### src/rtl/control_pkg.sv
// Shared encodings for the CPU control path: ALU operations, next-PC/writeback
// selects, opcode/funct constants and the packed control bundle.
package control_pkg;

    typedef enum logic [5:0] {
        ALU_ADD = 6'b000000,
        ALU_SUB = 6'b000001,
        ALU_AND = 6'b011000,
        ALU_OR  = 6'b011110,
        ALU_XOR = 6'b010110,
        ALU_NOR = 6'b010001,
        ALU_SLL = 6'b100000,
        ALU_SRL = 6'b100001,
        ALU_SRA = 6'b100011,
        ALU_EQ  = 6'b110011,
        ALU_NEQ = 6'b110001,
        ALU_LT  = 6'b110101,
        ALU_LEZ = 6'b111101,
        ALU_LTZ = 6'b111011,
        ALU_GTZ = 6'b111111
    } alu_fun_t;

    typedef enum logic [2:0] {
        PC_NEXT   = 3'd0,
        PC_BRANCH = 3'd1,
        PC_JUMP   = 3'd2,
        PC_REG    = 3'd3,
        PC_ILLOP  = 3'd4,
        PC_IRQ    = 3'd5
    } pc_src_t;

    typedef enum logic [1:0] {
        DST_RD = 2'd0,
        DST_RT = 2'd1,
        DST_RA = 2'd2,
        DST_K0 = 2'd3
    } reg_dst_t;

    typedef enum logic [1:0] {
        WB_ALU = 2'd0,
        WB_MEM = 2'd1,
        WB_PC4 = 2'd2
    } mem_to_reg_t;

    typedef enum logic {
        MODE_USER   = 1'b0,
        MODE_KERNEL = 1'b1
    } mode_t;

    localparam logic [5:0] OP_RTYPE = 6'h00;
    localparam logic [5:0] OP_BLTZ  = 6'h01;
    localparam logic [5:0] OP_J     = 6'h02;
    localparam logic [5:0] OP_JAL   = 6'h03;
    localparam logic [5:0] OP_BEQ   = 6'h04;
    localparam logic [5:0] OP_BNE   = 6'h05;
    localparam logic [5:0] OP_BLEZ  = 6'h06;
    localparam logic [5:0] OP_BGTZ  = 6'h07;
    localparam logic [5:0] OP_ADDI  = 6'h08;
    localparam logic [5:0] OP_ADDIU = 6'h09;
    localparam logic [5:0] OP_SLTI  = 6'h0A;
    localparam logic [5:0] OP_SLTIU = 6'h0B;
    localparam logic [5:0] OP_ANDI  = 6'h0C;
    localparam logic [5:0] OP_LUI   = 6'h0F;
    localparam logic [5:0] OP_LW    = 6'h23;
    localparam logic [5:0] OP_SW    = 6'h2B;

    localparam logic [5:0] FN_SLL  = 6'h00;
    localparam logic [5:0] FN_SRL  = 6'h02;
    localparam logic [5:0] FN_SRA  = 6'h03;
    localparam logic [5:0] FN_JR   = 6'h08;
    localparam logic [5:0] FN_JALR = 6'h09;
    localparam logic [5:0] FN_ADD  = 6'h20;
    localparam logic [5:0] FN_ADDU = 6'h21;
    localparam logic [5:0] FN_SUB  = 6'h22;
    localparam logic [5:0] FN_SUBU = 6'h23;
    localparam logic [5:0] FN_AND  = 6'h24;
    localparam logic [5:0] FN_OR   = 6'h25;
    localparam logic [5:0] FN_XOR  = 6'h26;
    localparam logic [5:0] FN_NOR  = 6'h27;
    localparam logic [5:0] FN_SLT  = 6'h2A;
    localparam logic [5:0] FN_SLTU = 6'h2B;

    typedef struct packed {
        pc_src_t     pc_src;
        reg_dst_t    reg_dst;
        logic        reg_wr;
        logic        alu_src1;
        logic        alu_src2;
        alu_fun_t    alu_fun;
        logic        mem_wr;
        logic        mem_rd;
        mem_to_reg_t mem_to_reg;
        logic        ext_op;
        logic        lu_op;
    } ctrl_t;

    // Values every field takes when an instruction does not use it.
    function automatic ctrl_t ctrl_idle();
        ctrl_t c;
        c.pc_src     = PC_NEXT;
        c.reg_dst    = DST_RD;
        c.reg_wr     = 1'b0;
        c.alu_src1   = 1'b0;
        c.alu_src2   = 1'b0;
        c.alu_fun    = ALU_ADD;
        c.mem_wr     = 1'b0;
        c.mem_rd     = 1'b0;
        c.mem_to_reg = WB_ALU;
        c.ext_op     = 1'b1;
        c.lu_op      = 1'b0;
        return c;
    endfunction

    // Trap entry: vector the PC and save PC+4 into $k0.
    function automatic ctrl_t ctrl_trap(input pc_src_t vector);
        ctrl_t c;
        c            = ctrl_idle();
        c.pc_src     = vector;
        c.reg_dst    = DST_K0;
        c.reg_wr     = 1'b1;
        c.mem_to_reg = WB_PC4;
        return c;
    endfunction

endpackage

### src/rtl/control_decode.sv
// Pure combinational instruction decode; flags unknown encodings and register
// jumps so the top can apply the exception override and kernel-mode exit.
module control_decode
    import control_pkg::*;
(
    input  logic [5:0] opcode,
    input  logic [5:0] funct,
    output ctrl_t      ctrl,
    output logic       illegal,
    output logic       reg_jump
);

    always_comb begin
        ctrl     = ctrl_idle();
        illegal  = 1'b0;
        reg_jump = 1'b0;

        case (opcode)
            OP_RTYPE: begin
                ctrl.reg_dst    = DST_RD;
                ctrl.reg_wr     = 1'b1;
                ctrl.mem_to_reg = WB_ALU;
                case (funct)
                    FN_ADD, FN_ADDU: ctrl.alu_fun = ALU_ADD;
                    FN_SUB, FN_SUBU: ctrl.alu_fun = ALU_SUB;
                    FN_AND:          ctrl.alu_fun = ALU_AND;
                    FN_OR:           ctrl.alu_fun = ALU_OR;
                    FN_XOR:          ctrl.alu_fun = ALU_XOR;
                    FN_NOR:          ctrl.alu_fun = ALU_NOR;
                    FN_SLT, FN_SLTU: ctrl.alu_fun = ALU_LT;
                    FN_SLL: begin
                        ctrl.alu_src1 = 1'b1;
                        ctrl.alu_fun  = ALU_SLL;
                    end
                    FN_SRL: begin
                        ctrl.alu_src1 = 1'b1;
                        ctrl.alu_fun  = ALU_SRL;
                    end
                    FN_SRA: begin
                        ctrl.alu_src1 = 1'b1;
                        ctrl.alu_fun  = ALU_SRA;
                    end
                    FN_JR: begin
                        ctrl.pc_src = PC_REG;
                        ctrl.reg_wr = 1'b0;
                        reg_jump    = 1'b1;
                    end
                    FN_JALR: begin
                        ctrl.pc_src     = PC_REG;
                        ctrl.mem_to_reg = WB_PC4;
                        reg_jump        = 1'b1;
                    end
                    default: illegal = 1'b1;
                endcase
            end
            OP_LW: begin
                ctrl.alu_src2   = 1'b1;
                ctrl.mem_rd     = 1'b1;
                ctrl.mem_to_reg = WB_MEM;
                ctrl.reg_dst    = DST_RT;
                ctrl.reg_wr     = 1'b1;
            end
            OP_SW: begin
                ctrl.alu_src2 = 1'b1;
                ctrl.mem_wr   = 1'b1;
            end
            OP_LUI, OP_ADDI, OP_ADDIU, OP_ANDI, OP_SLTI, OP_SLTIU: begin
                ctrl.reg_dst  = DST_RT;
                ctrl.reg_wr   = 1'b1;
                ctrl.alu_src2 = 1'b1;
                if (opcode == OP_LUI) begin
                    ctrl.lu_op = 1'b1;
                end else if (opcode == OP_ANDI) begin
                    ctrl.ext_op  = 1'b0;
                    ctrl.alu_fun = ALU_AND;
                end else if (opcode == OP_SLTI || opcode == OP_SLTIU) begin
                    ctrl.alu_fun = ALU_LT;
                end
            end
            OP_BEQ, OP_BNE, OP_BLEZ, OP_BGTZ, OP_BLTZ: begin
                ctrl.pc_src = PC_BRANCH;
                case (opcode)
                    OP_BEQ:  ctrl.alu_fun = ALU_EQ;
                    OP_BNE:  ctrl.alu_fun = ALU_NEQ;
                    OP_BLEZ: ctrl.alu_fun = ALU_LEZ;
                    OP_BGTZ: ctrl.alu_fun = ALU_GTZ;
                    default: ctrl.alu_fun = ALU_LTZ;
                endcase
            end
            OP_J: begin
                ctrl.pc_src = PC_JUMP;
            end
            OP_JAL: begin
                ctrl.pc_src     = PC_JUMP;
                ctrl.reg_dst    = DST_RA;
                ctrl.reg_wr     = 1'b1;
                ctrl.mem_to_reg = WB_PC4;
            end
            default: illegal = 1'b1;
        endcase

        if (illegal) begin
            ctrl = ctrl_idle();
        end
    end

endmodule

### src/rtl/control.sv
// CPU control unit: instruction decode plus the kernel-mode bit that gates
// interrupts and the interrupt/illegal-op trap override.
module control
    import control_pkg::*;
(
    input  logic       clk,
    input  logic       reset,
    input  logic [5:0] opcode,
    input  logic [5:0] funct,
    input  logic       IRQ,
    output logic [2:0] PCSrc,
    output logic [1:0] RegDst,
    output logic       RegWr,
    output logic       ALUSrc1,
    output logic       ALUSrc2,
    output logic [5:0] ALUFun,
    output logic       MemWr,
    output logic       MemRd,
    output logic [1:0] MemToReg,
    output logic       EXTOp,
    output logic       LUOp
);

    mode_t mode;
    ctrl_t dec;
    ctrl_t ctrl;
    logic  illegal;
    logic  reg_jump;
    logic  take_irq;

    control_decode u_decode (
        .opcode   (opcode),
        .funct    (funct),
        .ctrl     (dec),
        .illegal  (illegal),
        .reg_jump (reg_jump)
    );

    assign take_irq = IRQ && (mode == MODE_USER);

    // Interrupt wins over an illegal-op trap; both replace the instruction.
    always_comb begin
        ctrl = dec;
        if (take_irq) begin
            ctrl = ctrl_trap(PC_IRQ);
        end else if (illegal) begin
            ctrl = ctrl_trap(PC_ILLOP);
        end
    end

    always_ff @(posedge clk or negedge reset) begin
        if (!reset) begin
            mode <= MODE_USER;
        end else if (take_irq || illegal) begin
            mode <= MODE_KERNEL;
        end else if (reg_jump) begin
            mode <= MODE_USER;
        end
    end

    assign PCSrc    = ctrl.pc_src;
    assign RegDst   = ctrl.reg_dst;
    assign RegWr    = ctrl.reg_wr;
    assign ALUSrc1  = ctrl.alu_src1;
    assign ALUSrc2  = ctrl.alu_src2;
    assign ALUFun   = ctrl.alu_fun;
    assign MemWr    = ctrl.mem_wr;
    assign MemRd    = ctrl.mem_rd;
    assign MemToReg = ctrl.mem_to_reg;
    assign EXTOp    = ctrl.ext_op;
    assign LUOp     = ctrl.lu_op;

endmodule

### config.mk
export PLATFORM = sky130hd
export DESIGN_NAME = control
export DESIGN_NICKNAME = d
export VERILOG_FILES = /design/src/rtl/control_pkg.sv /design/src/rtl/control_decode.sv /design/src/rtl/control.sv
export SDC_FILE = /design/constraint.sdc
export NUM_CORES = 1
export LEC_CHECK = 0
export CORE_ASPECT_RATIO = 0.7
export CORE_UTILIZATION = 43
export DETAILED_ROUTE_END_ITERATION = 10
export HOLD_SLACK_MARGIN = 0.03
export PLACE_DENSITY = 0.81
export REMOVE_ABC_BUFFERS = 1
export SLEW_MARGIN = 15
export SYNTH_ARGS = -nofsm -noshare
export SYNTH_HDL_FRONTEND = slang
export SYNTH_SLANG_ARGS = --single-unit
### constraint.sdc
create_clock -name clk -period 3.4 [get_ports clk]
set_input_delay 0.85 -clock clk [delete_from_list [all_inputs] [get_ports clk]]
set_output_delay 0.85 -clock clk [all_outputs]
set_load 0.05 [all_outputs]
==> summary.txt, run 1 <==
Dpl cell area - 0.00152 mm2
Post-synth cell types - 48
Top cells by area, synth - nand2b_1 (6.7%), nor3_1 (5.4%), a21o_1 (4.5%), nand3_1 (4.2%), clkbuf_1 (4.0%)
Post-synth EDFFs - 0
# IOs - 35
Post-synthesis sequential area ratio - 0.0299
Top_reg_cell synth - dfrtp_1
Rows - 12
Largest net degree at the start of global routing - 15
Worst_ep grt - ALUFun[2]
Synthesized flop and latch total - 1
Placer congestion estimate - 0.952
Syn Inst Count - 126
Async SR Flop Fraction - 1.00
WEP type - primary output
Share of the synthesized area in the top cell type - 0.0672
Initial core utilization - 0.494
IO Port Bufs - 34
Warnings from Yosys - 0
Synth area leader - nand2b_1
Error - [ERROR DPL-0038] Utilization greater than 100%, impossible to legalize
Die Span X - 54.8 um
Hpwl dp - 2920 um
Outcome - stopped before the end
Die height - 38.9 um
Avg Inst Size Synth - 6.65 um2
Syn Std Cell Area - 838 um2
Stopped at - global routing (5_1_grt)
-- cells by family after synthesis --
kind of cell    share of synthesized area
compound gates                      0.349
flops                              0.0298
simple gates                        0.500
xor+xnor                           0.0313
buf+inv                            0.0895
-- repair_timing --
item,4_1_cts
hold buffers,0
setup buffers,2
resized for setup,60
pin swaps,12
endpoints found under the setup margin,20
-- Yosys cell counts (all sizes together) (2+ instances only) --
cell,number
nor3,10
clkbuf,9
nand2b,9
nor2,8
nand2,7
nand3,7
a211oi,5
a21o,5
a21oi,5
o21ai,5
buf,4
inv,4
nand3b,4
a211o,3
or2,3
nand4b,2
nor3b,2
nor4,2
o21a,2
or3,2
or4,2
or4b,2
xor2,2
-- stage by stage --
step	utilization	setup slack [ns]	instances	hold slack (ns)	setup TNS (ns)
global placement	0.895	-0.416	206	0.450	-6.41
CTS	0.971	-0.0135	208	0.468	-0.0135
detailed placement	0.895	-0.460	206	0.468	-7.21
floorplan	-	-0.860	113	0.441	-6.27
==> inputs of run 2 (changes only) <==
- CORE_AREA: default -> 2 2 63 65
- CORE_ASPECT_RATIO: 0.7 -> default
- CORE_UTILIZATION: 43 -> default
- DIE_AREA: default -> 0 0 65 67
- HOLD_SLACK_MARGIN: 0.03 -> default
- PLACE_DENSITY: 0.81 -> default
- PLACE_DENSITY_LB_ADDON: default -> 0.15
==> run 2 against run 1 <==
Net effect: the run now ends clean; synthesized cell count unchanged; area after synthesis unchanged.
==> summary.txt, run 2 <==
Achievable clock frequency - 298 MHz
Most frequent cells in the layout - buf_4 (46), buf_6 (14), buf_12 (12)
Outcome - finished clean
Total power - 207 uW
Post-synthesis sequential area ratio - 0.0299 (unchanged)
Largest registers - mode (1)
DR vias/cell - 4.97
Initial drt markers - 72
# IOs - 35 (unchanged)
Top_reg_cell synth - dfrtp_1
Cts hold-fix bufs - 0 (unchanged)
Critical path endpoint category - output port
Die ar. - 0.00436 mm2
Crit path to - MemToReg[1]
Detailed Routing Iterations Pass 1 - 4
Area delta synth->final - 111%
Top cells by area, synth - nand2b_1 (6.7%), nor3_1 (5.4%), a21o_1 (4.5%), nand3_1 (4.2%), clkbuf_1 (4.0%)
Util after Layout - 0.490
Warnings from Yosys - 0 (unchanged)
Power density cells - 117 mW/mm2
Worst skew pair latency - 0 ns
Total Routing Usage GR - 0.147
Reg2reg path depth - 5
CP startpoint - opcode[3]
Post-DRT Antenna Nets - 0
Crit-path max FO - 8
IO Port Bufs - 34 (unchanged)
Initial antenna violation count - 0
Placer congestion estimate - 0.821 (-14%)
Post-synth EDFFs - 0 (unchanged)
RSZ-0062 raised after global routing - yes
Vias in the first global route - 1,178
Rows - 22 (+10)
Worst path depth - 7
Tightest Pin Transition - 0.379 ns
Placement Setup Slack - -0.387 ns (+0.0727 ns)
Syn Std Cell Area - 838 um2 (unchanged)
Largest net degree at the start of global routing - 15
Crit path cell chain - clkdlybuf4s15_1 > buf_6 > a32o_2 > a211o_4 > buf_6 > or3_4 > buf_12
Period minus WS final - 3.36 ns
Setup violators final - 0
Clock transition at the registers of the reported paths - 0 ns
Core area - 0.00361 mm2
Worst Path Buf+Inv - 4
Antenna diodes - 0
Largest Register - mode
Initial core utilization - 0.232 (-0.262)
Most common cell on crit path - buf_6
Hpwl dp - 2470 um (-16%)
Post-synth cell types - 48 (unchanged)
Slew Limit Fails - 0
Synthesized flop and latch total - 1 (unchanged)
Rel. slew slack - 0.743
Multi-input gate area - 840 um2
Setup TNS - 0 ns
Via count - 1,222
FF-to-FF Start - mode$_DFFE_PN0P_
Fin Clk Skew - 0 ns
Final wirelength - 3280 um
Commonest non-fill, non-tap cell in the layout - buf_4
Max stage delay on crit path - 0.39 ns
Worst R2R End - mode$_DFFE_PN0P_
Worst setup margin - 0.0391 ns
Async SR Flop Fraction - 1.00 (unchanged)
Worst VDD drop - 0.0000765 V
Filler Cells Inserted - 356
Critical Path Source Type - input pin
Leak - 0.741 nW
Avg Inst Size Synth - 6.65 um2 (unchanged)
Top post-synthesis cells by count - clkbuf_1 (9), nand2b_1 (9), nor3_1 (9), nor2_1 (8)
Share of the synthesized area in the top cell type - 0.0672 (unchanged)
Die Span X - 65 um (+19%)
Max FFs per register - 1
Nets - 215
Final Hold Fails - 0
Register area - 25.0 um2
Critical Path AT - 2.51 ns
Hold Slack - 0.455 ns
Final Cycle Share - 0.988
Layout cells sized above 1 - 0.545
WS Path Type - in2out
Wire per inst - 13.3 um
Synth area leader - nand2b_1
Hold WC Path Type - reg2reg
GR Overflow Total - 0
Syn Inst Count - 126 (unchanged)
CP required - 2.55 ns
Worst path slowest cell - or3_4
Residual DRC - 0
Setup slack, reg-to-reg - 2.18 ns
Crit-path leading delay family - buffers and inverters
First-pass GRT wire length - 5260 um
Die height - 67 um (+72%)
Max-cap violation count - 0
-- run 2: how the worst min path moves through the flow --
stage / depth (start not counted) / slack, ns / endpoint / from
floorplan: 1 / 0.44 / mode$_DFFE_PN0P_ / mode$_DFFE_PN0P_
global placement: 1 / 0.45 / mode$_DFFE_PN0P_ / mode$_DFFE_PN0P_
detailed placement: 1 / 0.46 / mode$_DFFE_PN0P_ / mode$_DFFE_PN0P_
CTS: 1 / 0.46 / mode$_DFFE_PN0P_ / mode$_DFFE_PN0P_
global route: 1 / 0.49 / mode$_DFFE_PN0P_ / mode$_DFFE_PN0P_
finish: 1 / 0.46 / mode$_DFFE_PN0P_ / mode$_DFFE_PN0P_
-- run 2: repair_timing --
action,4_1_cts,5_1_grt
gates cloned,0,0
endpoints found under the hold margin,0,0
gates resized for setup,62,13
buffers inserted,6,3
setup endpoints to repair,20,7
pin swaps,17,7
-- run 2: routing by layer --
layer | part of all wire | wire [um] | track usage | up-vias
met2 | 0.51 | 1680 | 0.289 | 22
met1 | 0.46 | 1510 | 0.188 | 576
met5 | 0 | 0 | 0 | -
li1 | - | - | - | 624
met4 | 0 | 0 | 0 | 0
met3 | 0.027 | 88 | 0.00507 | 0
-- run 2: worst reg2reg max path, delay by kind of cell (launching register included) --
family | cells | cell delay [ns]
AO/OA/AOI/OAI | 2 | 0.45
AND/OR/NAND/NOR | 2 | 0.20
flip-flops | 1 | 0.31
buffers and inverters | 1 | 0.14
-- run 2: report_power, final --
group	switching, mW	total [mW]	leakage [nW]	internal (mW)
Clock	0	0	0	0
Combinational	0.0967	0.195	0.733	0.0984
Sequential	0.00000104	0.0121	0.00875	0.0121
-- run 2: layout make-up --
class,count,share of cell area
multi-input cells,108,0.475
repair buffers,85,0.468
well taps,48,0.0340
flip-flops and latches,1,0.0142
inverters,4,0.00850
-- run 2: cells by family after synthesis --
logic type                Yosys count  synth area share
AOI/OAI and AO/OA                  37             0.349
xor gates and xnor gates            3            0.0313
buffers and inverters              17            0.0895
DFF                                 1            0.0298
and+or+nand+nor                    68             0.500
-- run 2: metrics by stage --
step           std cells  area [um2]
6_report             246        1770
5_1_grt              246        1770
3_3_place_gp         238        1600
2_1_floorplan        113         778
3_5_place_dp         238        1600
4_1_cts              243        1730
Note: power is estimated with default switching activity, not from simulation.
==> inputs of run 3 (changes only) <==
--- a/constraint.sdc
+++ b/constraint.sdc
@@ -3,2 +3,2 @@
 set_output_delay 0.85 -clock clk [all_outputs]
-set_load 0.05 [all_outputs]
+set_load 0.01 [all_outputs]
==> run 3 against run 2 <==
Net effect: combinational power down 25%; sequential power about the same; worst setup slack better by 0.025 ns; critical path type unchanged.
==> summary.txt, run 3 (synthesized netlist as in run 2, its figures left out) <==
Antenna diodes - 0 (unchanged)
Total Routing Usage GR - 0.141 (-0.00665)
Critical Path AT - 2.49 ns (-0.02 ns)
Power density cells - 106 mW/mm2 (-10%)
Period minus WS final - 3.34 ns (-0.0250 ns)
Die height - 67 um (unchanged)
Tightest Pin Transition - 0.305 ns (-0.0734 ns)
Clock transition at the registers of the reported paths - 0 ns (unchanged)
Residual DRC - 0 (unchanged)
GR Overflow Total - 0 (unchanged)
Largest net degree at the start of global routing - 15 (unchanged)
Met3 usage - 0.00169 (-0.00338)
Hold WC Path Type - reg2reg
Initial drt markers - 45 (-38%)
Fin Clk Skew - 0 ns (unchanged)
Die ar. - 0.00436 mm2 (unchanged)
Critical Path Source Type - input pin
Vias in the first global route - 1,165 (-1.1%)
Critical path endpoint category - output port
Core area - 0.00361 mm2 (unchanged)
RSZ-0062 raised after global routing - no
Rel. slew slack - 0.796 (+0.0529)
Gr busiest metal - met2
Met1 usage - 0.187 (-0.00163)
WS Path Type - in2out
Total power - 158 uW (-24%)
Initial core utilization - 0.232 (unchanged)
Rows - 22 (unchanged)
Final wirelength - 3100 um (-5.5%)
Setup violators final - 0 (unchanged)
Largest registers - mode (1)
Max-cap violation count - 0 (unchanged)
Nets - 208 (-3.3%)
Most frequent cells in the layout - buf_4 (39), clkbuf_2 (10), nand2b_1 (9)
# IOs - 35 (unchanged)
Post-route cell area - 0.00150 mm2 (-15%)
Final Cycle Share - 0.981 (-0.00735)
Outcome - finished clean
Achievable clock frequency - 300 MHz (+0.75%)
IO Port Bufs - 34 (unchanged)
Crit-path max FO - 4 (-4)
Placer congestion estimate - 0.834 (+1.6%)
Slew Limit Fails - 0 (unchanged)
Initial antenna violation count - 0 (unchanged)
Layout cells sized above 1 - 0.461 (-0.0847)
Cts hold-fix bufs - 0 (unchanged)
Setup TNS - 0 ns (unchanged)
Area delta synth->final - 79.0%
Leak - 0.641 nW (-14%)
Filler Cells Inserted - 418 (+17%)
Wire per inst - 12.9 um (-2.8%)
Worst skew pair latency - 0 ns (unchanged)
Commonest non-fill, non-tap cell in the layout - buf_4
Dpl cell area - 0.00146 mm2 (-8.6%)
GR Util met2 - 0.269 (-0.0193)
Max FFs per register - 1 (unchanged)
Via count - 1,194 (-2.3%)
Detailed Routing Iterations Pass 1 - 4 (unchanged)
Largest Register - mode
Post-DRT Antenna Nets - 0 (unchanged)
CP required - 2.55 ns (about the same)
Hpwl dp - 2390 um (-3.3%)
DR vias/cell - 5.00 (+0.57%)
First-pass GRT wire length - 5080 um (-3.4%)
Worst VDD drop - 0.0000701 V (-8.3%)
Util after Layout - 0.416 (-0.0739)
Final Hold Fails - 0 (unchanged)
Die Span X - 65 um (unchanged)
[run 3: layout make-up]
| cell class | instances | area, um2 | area share |
|---|---|---|---|
| Inverter | 4 | 15.0 | 0.0100 |
| Multi-Input combinational cell | 108 | 803 | 0.535 |
| Timing Repair Buffer | 78 | 597 | 0.398 |
| Sequential cell | 1 | 25.0 | 0.0167 |
| Tap cell | 48 | 60.1 | 0.0400 |
[run 3: worst paths after layout]
| path | start | endpoint | slack (ns) | cells past startpoint |
|---|---|---|---|---|
| min in group asynchronous | reset | mode$_DFFE_PN0P_ | 1.00 | 1 |
| min | mode$_DFFE_PN0P_ | mode$_DFFE_PN0P_ | 0.46 | 1 |
| max | opcode[2] | ALUFun[2] | 0.06 | 7 |
| min reg2reg | mode$_DFFE_PN0P_ | mode$_DFFE_PN0P_ | 0.46 | 1 |
| max in group asynchronous | reset | mode$_DFFE_PN0P_ | 2.30 | 1 |
| max reg2reg | mode$_DFFE_PN0P_ | mode$_DFFE_PN0P_ | 2.13 | 5 |
[run 3: worst max-delay path, stage by stage]
cell	delay [ns]
buf_6	0.09
or4_4	0.58
buf_4	0.17
nor3_4	0.17
o211ai_1	0.17
a211oi_2	0.21
clkdlybuf4s15_1	0.26
[run 3: timing repair]
| action | CTS | global route |
|---|---|---|
| buffers inserted | 5 | 1 |
| endpoints found under the setup margin | 20 | 18 |
| resized for setup | 84 | 29 |
| pin swaps | 8 | 7 |
[run 3: per-layer routing]
layer	up-vias	part of all wire	routed length [um]
met4	0	0	0
met3	0	0.034	106
li1	614	-	-
met1	557	0.45	1410
met5	-	0	0
met2	23	0.51	1580
[run 3: metrics by stage]
step	std cells	worst slack (ns)	hold WS, ns
after floorplan	113	0.256	0.441
after global placement	233	-0.664	0.453
after detailed placement	233	-0.670	0.464
after CTS	238	-0.0266	0.464
after global routing	239	0.00318	0.481
final	239	0.0641	0.457
[run 3: power breakdown]
part	total (mW)	internal (mW)	switching, mW
combinational	0.146	0.0748	0.0715
clock	0	0	0
sequential	0.0121	0.0121	0.00000105
total	0.158	0.0870	0.0715
==> inputs of run 4 (changes only) <==
- ABC_AREA: default -> 1
- GPL_TIMING_DRIVEN: default -> 0
==> run 4 against run 3 <==
Net effect: hold slack better by 0.094 ns; synthesized cell count grew 8.7%; clock skew unchanged; critical path depth up 2; fmax rose by 1.5%; sequential power hardly changed; critical endpoint is now RegWr; largest cell class unchanged.
==> summary.txt, run 4 <==
Outcome - finished clean
Power density cells - 93.5 mW/mm2 (-12%)
Period minus WS final - 3.29 ns (-0.0483 ns)
Final wirelength - 2300 um (-26%)
Crit path to - RegWr
Hold Path Origin - mode$_DFFE_PN0P_
Filler Cells Inserted - 431 (+3.1%)
Max stage delay on crit path - 0.58 ns (about the same)
Register area - 25.0 um2 (unchanged)
Clock transition at the registers of the reported paths - 0 ns (unchanged)
Die ar. - 0.00436 mm2 (unchanged)
Post-synth EDFFs - 0 (unchanged)
Largest Register - mode
Total Routing Usage GR - 0.107 (-0.0335)
Die Span X - 65 um (unchanged)
Most common cell in the netlist - nand2_1
Most frequent cells in the layout - nand2_1 (32), nor2_1 (19), inv_1 (18)
Final Hold Fails - 0 (unchanged)
Syn Inst Count - 137 (+8.7%)
Crit path cell chain - clkdlybuf4s50_1 > inv_1 > nand2_1 > nand3_1 > nand2_1 > nor2_1 > nand2_2 > nand4_1 > dlygate4sd2_1
Slew Limit Fails - 0 (unchanged)
Initial antenna violation count - 0 (unchanged)
DR vias/cell - 4.40 (-12%)
Post-synthesis sequential area ratio - 0.0372 (+0.00732)
Rows - 22 (unchanged)
Worst Path Buf+Inv - 3 (unchanged)
Residual DRC - 0 (unchanged)
Crit-path leading delay family - buffers and inverters
Reg2reg path depth - 3 (-2)
Commonest non-fill, non-tap cell in the layout - nand2_1
Top post-synthesis cells by count - nand2_1 (34), nor2_1 (24), inv_1 (19), nand3_1 (13), a21oi_1 (9)
Fin Clk Skew - 0 ns (unchanged)
First-pass GRT wire length - 3890 um (-23%)
Hpwl dp - 1920 um (-20%)
Warnings from Yosys - 0 (unchanged)
Synthesized flop and latch total - 1 (unchanged)
Syn Std Cell Area - 673 um2 (-20%)
Achievable clock frequency - 304 MHz (+1.5%)
Largest net degree at the start of global routing - 14 (-1)
Final Cycle Share - 0.967 (-0.0142)
GR Overflow Total - 0 (unchanged)
Worst VDD drop - 0.0000369 V (-47%)
Placer congestion estimate - 0.797 (-4.4%)
Top_reg_cell synth - dfrtp_1
Wire per inst - 10.4 um (-19%)
Core area - 0.00361 mm2 (unchanged)
Leak - 0.585 nW (-8.6%)
Max FFs per register - 1 (unchanged)
Post-DRT Antenna Nets - 0 (unchanged)
Critical Path AT - 2.44 ns (-0.05 ns)
Layout cells sized above 1 - 0.168 (-0.293)
Async SR Flop Fraction - 1.00 (unchanged)
Hold WC Path Type - reg2reg
Critical path endpoint category - output port
Critical Path Source Type - input pin
Multi-input gate area - 604 um2 (-25%)
Antenna diodes - 0 (unchanged)
Crit-path max FO - 6 (+2)
Setup slack, reg-to-reg - 2.55 ns (+0.42 ns)
Share of the synthesized area in the top cell type - 0.190 (+0.122)
Die height - 67 um (unchanged)
Worst skew pair latency - 0 ns (unchanged)
WS Path Type - in2out
Rel. slew slack - 0.801 (+0.00479)
CP required - 2.55 ns (about the same)
RSZ-0062 raised after global routing - yes
# IOs - 35 (unchanged)
Post-synth cell types - 25 (-48%)
Setup violators final - 0 (unchanged)
IO Port Bufs - 34 (unchanged)
Nets - 190 (-8.7%)
Worst path depth - 9 (+2)
Top cells by area, synth - nand2_1 (19%), nor2_1 (13%), inv_1 (11%), nand3_1 (9.7%), a21oi_1 (6.7%)
Util after Layout - 0.311 (-0.105)
Initial drt markers - 16 (-64%)
Tightest Pin Transition - 0.296 ns (-0.00897 ns)
Largest registers - mode (1)
Most common cell on crit path - nand2_1
Vias in the first global route - 930 (-20%)
Detailed Routing Iterations Pass 1 - 4 (unchanged)
Via count - 973 (-19%)
Cts hold-fix bufs - 0 (unchanged)
Setup TNS - 0 ns (unchanged)
Avg Inst Size Synth - 4.91 um2 (-26%)
Worst path slowest cell - clkdlybuf4s50_1
FF-to-FF Start - mode$_DFFE_PN0P_
CP startpoint - funct[1]
Synth area leader - nand2_1
Max-cap violation count - 0 (unchanged)
Area delta synth->final - 66.4%
Initial core utilization - 0.187 (-0.0458)
Worst R2R End - mode$_DFFE_PN0P_
## run 4: cell families after synthesis
kind of cell,count (synthesis),share of synthesized area
buffers and inverters,23,0.128
flip-flops,1,0.0372
AO/OA/AOI/OAI,17,0.145
AND/OR/NAND/NOR,96,0.690
## run 4: metrics by stage
stage	instances	setup WS [ns]	power (mW)	area, um2	hold WS, ns
6_report	221	0.112	0.105	1120	0.552
5_1_grt	221	-0.00692	0.114	1120	0.590
4_1_cts	221	0.00842	0.105	1110	0.561
3_5_place_dp	218	-0.609	0.109	1070	0.506
3_3_place_gp	218	-0.626	0.109	1070	0.497
2_1_floorplan	136	0.787	0.0570	669	0.470
## run 4: area by class of cell
type,count,share of cell area
sequential,1,0.0223
multi-input combinational,113,0.540
inverter,22,0.0737
timing repair buffer,37,0.311
tap,48,0.0536
## run 4: metal layers
layer	vias up	global-route usage	routed length [um]
met4	0	0	0
met5	-	0	0
met1	437	0.132	1100
met2	18	0.215	1130
met3	0	0.00507	75
li1	518	-	-
## run 4: worst min path at each step
stage,endpoint,slack [ns],cells after the start
2_1_floorplan,mode$_DFFE_PN0P_,0.47,2
3_3_place_gp,mode$_DFFE_PN0P_,0.50,2
3_5_place_dp,mode$_DFFE_PN0P_,0.51,2
4_1_cts,mode$_DFFE_PN0P_,0.56,2
5_1_grt,mode$_DFFE_PN0P_,0.59,2
6_report,mode$_DFFE_PN0P_,0.55,2
## run 4: power by group
| group | leakage, nW | internal, mW | switching (mW) |
|---|---|---|---|
| clock | 0 | 0 | 0 |
| sequential | 0.00875 | 0.0121 | 0.00000287 |
| combinational | 0.577 | 0.0400 | 0.0525 |
| total | 0.585 | 0.0522 | 0.0525 |
## run 4: repair_timing
action | CTS | global route
resized for setup | 28 | 3
pin swaps | 3 | 1
setup endpoints to repair | 20 | 6
setup buffers | 3 | 0
## run 4: worst register-to-register path: cells and delay by family (launching register included)
family                 cells  cell delay (ns)
DFF                        1             0.37
and+or+nand+nor            2             0.17
buffers and inverters      1             0.18
